$ cat config.mk
export PLATFORM = sky130hd
export DESIGN_NAME = updown_mod_counter
export DESIGN_NICKNAME = d
export VERILOG_FILES = /design/src/rtl/updown_mod_counter.sv
export SDC_FILE = /design/constraint.sdc
export NUM_CORES = 1
export LEC_CHECK = 0
export CAP_MARGIN = 40
export CORE_ASPECT_RATIO = 0.9
export CORE_UTILIZATION = 37
export DETAILED_ROUTE_END_ITERATION = 6
export PLACE_DENSITY_LB_ADDON = 0.2
export SLEW_MARGIN = 20
export SYNTH_ARGS = -nofsm -noshare
export SYNTH_HDL_FRONTEND = slang
export SYNTH_SLANG_ARGS = --single-unit
$ cat constraint.sdc
create_clock -name clk -period 5.6 [get_ports clk]
set_input_delay 0.56 -clock clk [delete_from_list [all_inputs] [get_ports clk]]
set_output_delay 0.56 -clock clk [all_outputs]
set_load 0.02 [all_outputs]
$ cat src/rtl/updown_mod_counter.sv
// Up/down counter with runtime modulus, parallel load, one-shot/wrap modes, tc pulse and sticky ovf.
// Optional prescaler enabled by defining UPDOWN_MOD_COUNTER_PRESCALE_EN.
module updown_mod_counter #(
  parameter int WIDTH        = 8,
  parameter int PRESCALE_DIV = 4
) (
  input  logic             clk,
  input  logic             rst,
  input  logic             en,
  input  logic             dir,
  input  logic             oneshot,
  input  logic             load,
  input  logic [WIDTH-1:0] load_val,
  input  logic [WIDTH-1:0] max_val,
  input  logic             clr_ovf,
  output logic [WIDTH-1:0] count,
  output logic             tc,
  output logic             ovf,
  output logic             busy
);

  typedef enum logic [1:0] {
    IDLE = 2'd0,
    HOLD = 2'd1,
    RUN  = 2'd2,
    DONE = 2'd3
  } state_t;

  state_t state;
  state_t state_nxt;
  logic   tick;
  logic   step;
  logic   terminal;

  function automatic logic [WIDTH-1:0] next_count(
    input logic [WIDTH-1:0] cur,
    input logic             up,
    input logic             stop_at_term,
    input logic             at_term,
    input logic [WIDTH-1:0] top
  );
    if (at_term)
      return stop_at_term ? cur : (up ? '0 : top);
    return up ? cur + 1'b1 : cur - 1'b1;
  endfunction

`ifdef UPDOWN_MOD_COUNTER_PRESCALE_EN
  localparam int PW = $clog2(PRESCALE_DIV) + 1;

  logic [PW-1:0] presc;

  assign tick = (presc == PW'(PRESCALE_DIV - 1));

  // Prescaler only advances across consecutive enabled RUN cycles.
  always_ff @(posedge clk) begin
    if (rst || load || (state != RUN) || !en)
      presc <= '0;
    else if (tick)
      presc <= '0;
    else
      presc <= presc + 1'b1;
  end
`else
  logic unused_prescale_div;

  assign unused_prescale_div = |PRESCALE_DIV;
  assign tick = 1'b1;
`endif

  assign terminal = dir ? (count >= max_val) : (count == '0);
  assign step     = (state == RUN) && en && tick && !load;

  always_comb begin
    state_nxt = state;
    if (load) begin
      if (state == DONE)
        state_nxt = HOLD;
    end else begin
      case (state)
        IDLE:    state_nxt = en ? RUN : HOLD;
        HOLD:    state_nxt = en ? RUN : HOLD;
        RUN: begin
          if (!en)
            state_nxt = HOLD;
          else if (step && terminal && oneshot)
            state_nxt = DONE;
        end
        default: state_nxt = DONE;
      endcase
    end
  end

  always_ff @(posedge clk) begin
    if (rst) begin
      state <= IDLE;
      count <= '0;
      tc    <= 1'b0;
      ovf   <= 1'b0;
      busy  <= 1'b0;
    end else begin
      state <= state_nxt;
      busy  <= (state_nxt == RUN);
      tc    <= step && terminal;
      // A wrap in the same cycle as a clear leaves the flag set.
      if (step && terminal && !oneshot)
        ovf <= 1'b1;
      else if (clr_ovf)
        ovf <= 1'b0;
      if (load)
        count <= load_val;
      else if (step)
        count <= next_count(count, dir, oneshot, terminal, max_val);
    end
  end

endmodule

## Word level (Yosys, flattened, before mapping)

Cells that the tools add are included.

- Bits in registers: 13
- Bits of input ports: 23
- Output and inout port bits: 11
- Logic and storage cells: 46

- Add/subtract/negate cells: 2
- Order comparisons: 1
- Equality and inequality tests: 5
- Muxes and demuxes: 20
- Reductions and logical operators: 13

Operators with widths:

| operator | number |
|---|---|
| $mux W8 | 7 |
| $mux W2 | 5 |
| $add A8 B1 Y8 const B | 1 |
| $ge A8 B8 Y1 | 1 |
| $logic_not A8 Y1 | 1 |
| $sub A8 B1 Y8 const B | 1 |
| $mux W1 | 7 |
| $eq A2 B2 Y1 const B | 3 |
| $logic_and A1 B1 Y1 | 5 |
| $ne A4 B4 Y1 const B | 1 |
| $pmux W2 S2 | 1 |
| $reduce_bool A2 Y1 | 2 |
| $eq A2 B1 Y1 const B | 1 |
| $logic_not A1 Y1 | 2 |
| $logic_not A2 Y1 | 1 |
| $reduce_and A2 Y1 | 1 |
| $reduce_or A2 Y1 | 1 |

## Depth between registers and ports, before layout

- Word-level depth: 10
- Gate-level depth with buffers: 8
- Depth with buffers taken out: 8

## Least setup slack after synthesis

No wires, ideal clock.

- Path type: in2reg
- From: input max_val[3]
- To: register count[1]
- Library setup time: 0.123 ns
- Arrival time: 2.414 ns
- Data required time: 5.477 ns
- Slack: 3.062 ns
- Stages on the path: 8
- Buffers on the path: 0
- Cells stage by stage: inv_1 ha_1 or4b_2 a221oi_1 o21ai_2 a41oi_2 and2_1 a31oi_1

- Word-level cells in the longest chain between the ends: 9
- Elaborated cells between the ends (all ways): 11
- Classes of those cells: order compare (1); eq/ne (1); mux (8); reduce/logical (1)

RTL lines:

| item | RTL line | source |
|---|---|---|
| start: declaration | 14 | `input logic [WIDTH-1:0] max_val,` |
| $ge A8 B8 Y1 (*) | 70 | `assign terminal = dir ? (count >= max_val) : (count == '0);` |
| $mux W1 (*) | 70 |  |
| $mux W1 | 42 | `if (at_term)` |
| $mux W1 | 111 | `else if (step)` |
| $mux W1 | 109 | `if (load)` |
| $mux W1 | 94 | `if (rst) begin` |
| $mux W8 | 44 | `return up ? cur + 1'b1 : cur - 1'b1;` |
| $mux W8 | 111 |  |
| $mux W8 | 109 |  |
| end signal: assignment | 110 | `count <= load_val;` |
| end signal: assignment | 112 | `count <= next_count(count, dir, oneshot, terminal, max_val);` |
| end: declaration | 16 | `output logic [WIDTH-1:0] count,` |

Every way passes the cells marked *; elsewhere a longest branch is shown, timed or not. The select of a mux whose other input is x is not followed.
A chain may end at the register's enable or synchronous reset.

## Final worst setup path

- From: input max_val[4]
- To: register count[3]

Same word-level chain as after synthesis.

==> impl_metrics.py <==
metrics = {
    "clock_tree": {
        "cts_resized": 0,
        "cts-root-buf": "clkbuf_4",
        "cts_made_buffers": 3,
        "clk_pin_slew_ns": 0.08,
        "hold_buffers": 0,
        "post-cts-setup-buffer-count": 0,
        "clk_latency_ns": 0.27,
        "cts_sinks": 13,
        "cts_tree": "yes",
        "cts.path.max_buffers": 2,
        "htreeDepth": 1,
    },
    "final_layout": {
        "nFillCells": 276,
        "area_growth_pct": 33.8,
        "n_antenna_cell": 0,
        "instances_no_fill": 208,
        "nets": 207,
        "drive_gt1_frac": 0.0833,
    },
    "synthesis": {
        "yosysMostFrequentCell": "ha_1",
        "synth_top_cells_by_area": "dfxtp_1 (22%), ha_1 (15%), a221oi_1 (5.2%)",
        "synth_cell_types": 42,
        "syn_inst": 134,
        "netlist_top_cells_count": "ha_1 (14), dfxtp_1 (13), a21oi_1 (12), inv_1 (12), a221oi_1 (7)",
        "syn-cell-area_um2": 1170,
        "ys_ff_latch": 13,
        "synth_ff_type": "dfxtp_1",
        "synth.top_cell.area_share": 0.223,
        "yosys.area.top_type": "dfxtp_1",
        "synthArstFlopShare": 0,
        "synth_enable_flop_cells": 0,
        "synth_seq_area_share": 0.223,
        "yosysWarnings": 0,
        "avgSynthCellArea_um2": 8.72,
        "syn_nets": 172,
    },
    "global_route": {
        "grt_max_degree": 14,
        "grt_overflow": 0,
        "track_usage": 0.210,
        "first_global_vias": 1160,
        "antenna_found_initial": 0,
        "grt_pass1_wl_mm": 5.47,
    },
    "routing": {
        "via_count": 1210,
        "wire_per_inst_um": 15.3,
        "vias_per_cell": 5.82,
        "drc_errors": 0,
        "drt_iter0_drc": 62,
        "ant_nets": 0,
        "drtPass1Iterations": 4,
        "postRouteWirelength_mm": 3.18,
    },
    "floorplan": {
        "initial_core_util": 0.409,
        "die_area_um2": 3390,
        "die_x_um": 61.2,
        "core_um2": 2860,
        "die-height_um": 55.3,
        "ios": 34,
        "std_cell_rows": 18,
    },
    "sta": {
        "whs_ns": 0.479,
        "finalMaxSlewViolations": 0,
        "fin_crit_sh": 0.534,
        "hold_viol": 0,
        "rsz0062_at_grt": "false",
        "fin_setup_tns_ns": 0,
        "fmax_mhz": 335,
        "setup_viol": 0,
        "finClkSkew_ns": 0.00496,
        "tightest_slew_ns": 0.525,
        "slew_headroom": 0.647,
        "post-route-min-period_ns": 2.99,
    },
    "min_path": {
        "min_path_type": "register to register",
        "min_from": "ovf",
    },
    "power_and_ir_drop": {
        "p_leak_nw": 0.641,
        "ir_worst_vdd_mv": 0.0996,
        "powerDensity_nw_per_um2": 210,
    },
    "placed_design": {
        "dp_hpwl_mm": 2.51,
        "gp_congestion": 0.811,
        "dp.cells": 204,
        "port_buffers": 33,
    },
    "setup_path": {
        "reg2reg_from": "count[3]",
        "end_kind": "register",
        "crit_type": "input pin to register",
        "crit_fanout": 10,
        "cp.arrival_ns": 3.20,
        "critPathLaunchType": "input pin",
        "crit_required_ns": 5.81,
        "critPathLaunch": "max_val[4]",
    },
    "status": {
        "outcome": "finished, final reports clean",
    },
    "job": {
        "drv_cap": 0,
    },
}
cells by family (layout without fill, tap and decap cells):
logic type,count (synthesis),in the layout,synth area share
adders and majority gates,15,15,0.167
AOI/OAI and AO/OA,51,51,0.318
and+or+nand+nor,33,33,0.192
DFF,13,13,0.223
buffers and inverters,15,49,0.0482
xor gates and xnor gates,7,7,0.0525
worst max-delay path, stage by stage:
cell and delay [ns]:
clkdlybuf4s50_1 0.49, inv_1 0.05, ha_1 0.20, or4b_2 0.63, a221oi_1 0.27, o21ai_2 0.18
a41oi_2 0.45, o221ai_1 0.22, a21oi_1 0.16
power breakdown:
group / switching [mW] / total (mW) / internal (mW)
combinational: 0.0790 / 0.157 / 0.0776
clock: 0.0304 / 0.0580 / 0.0276
sequential: 0.0130 / 0.113 / 0.100
total: 0.122 / 0.328 / 0.206
routing by layer:
layer | part of all wire | up-vias | track usage
met4 | 0.0031 | 0 | 0.0292
met3 | 0.056 | 2 | 0.0445
met2 | 0.46 | 37 | 0.340
li1 | - | 599 | -
met5 | 0 | - | 0
met1 | 0.48 | 572 | 0.288
final timing paths:
check        slack (ns)       end  cells past startpoint
max reg2reg        3.04  count[3]                      7
max                2.61  count[3]                      9
min                0.48       ovf                      2
min reg2reg        0.48       ovf                      2
per-stage QoR:
| stage | power, mW | util | setup WS, ns | cell area (um^2) |
|---|---|---|---|---|
| 2_1_floorplan | 0.216 | - | 3.06 | 1170 |
| 3_3_place_gp | 0.267 | 0.538 | 2.44 | 1540 |
| 3_5_place_dp | 0.271 | 0.538 | 2.36 | 1540 |
| 4_1_cts | 0.329 | 0.547 | 2.65 | 1560 |
| 5_1_grt | 0.350 | 0.547 | 2.42 | 1560 |
| 6_report | 0.328 | 0.547 | 2.61 | 1560 |
cell usage in the layout, fill, tap and decap left out, types with 2 or more instances in the layout:
cell type,Yosys,final
nand2b_1,3,3
xnor2_1,6,6
ha_1,14,14
a22oi_1,2,2
nor3_1,2,2
dfxtp_1,13,13
a31oi_1,2,2
a21oi_1,12,12
clkdlybuf4s50_1,0,33
o221ai_1,4,4
nand2_1,5,5
o21bai_1,3,3
nor2_1,5,5
a21o_1,3,3
a221oi_1,7,7
clkbuf_4,0,3
or3b_1,4,4
inv_1,12,12
o41ai_1,4,4
o21ai_0,5,5
a211oi_1,3,3
sequential cells by signal, summed over array words and instances, names as in the netlist:
name and count:
tc 1, count 8, state 2, busy 1, ovf 1
cell type report:
cell class,instances,area (um^2),share of cell area
Multi-Input combinational cell,106,852,0.545
Tap cell,40,50.0,0.0320
Inverter,12,45.0,0.0288
Sequential cell,13,260,0.166
Timing Repair Buffer,33,330,0.211
Clock buffer,4,26.3,0.0168
Note: power is estimated with default switching activity, not from simulation.
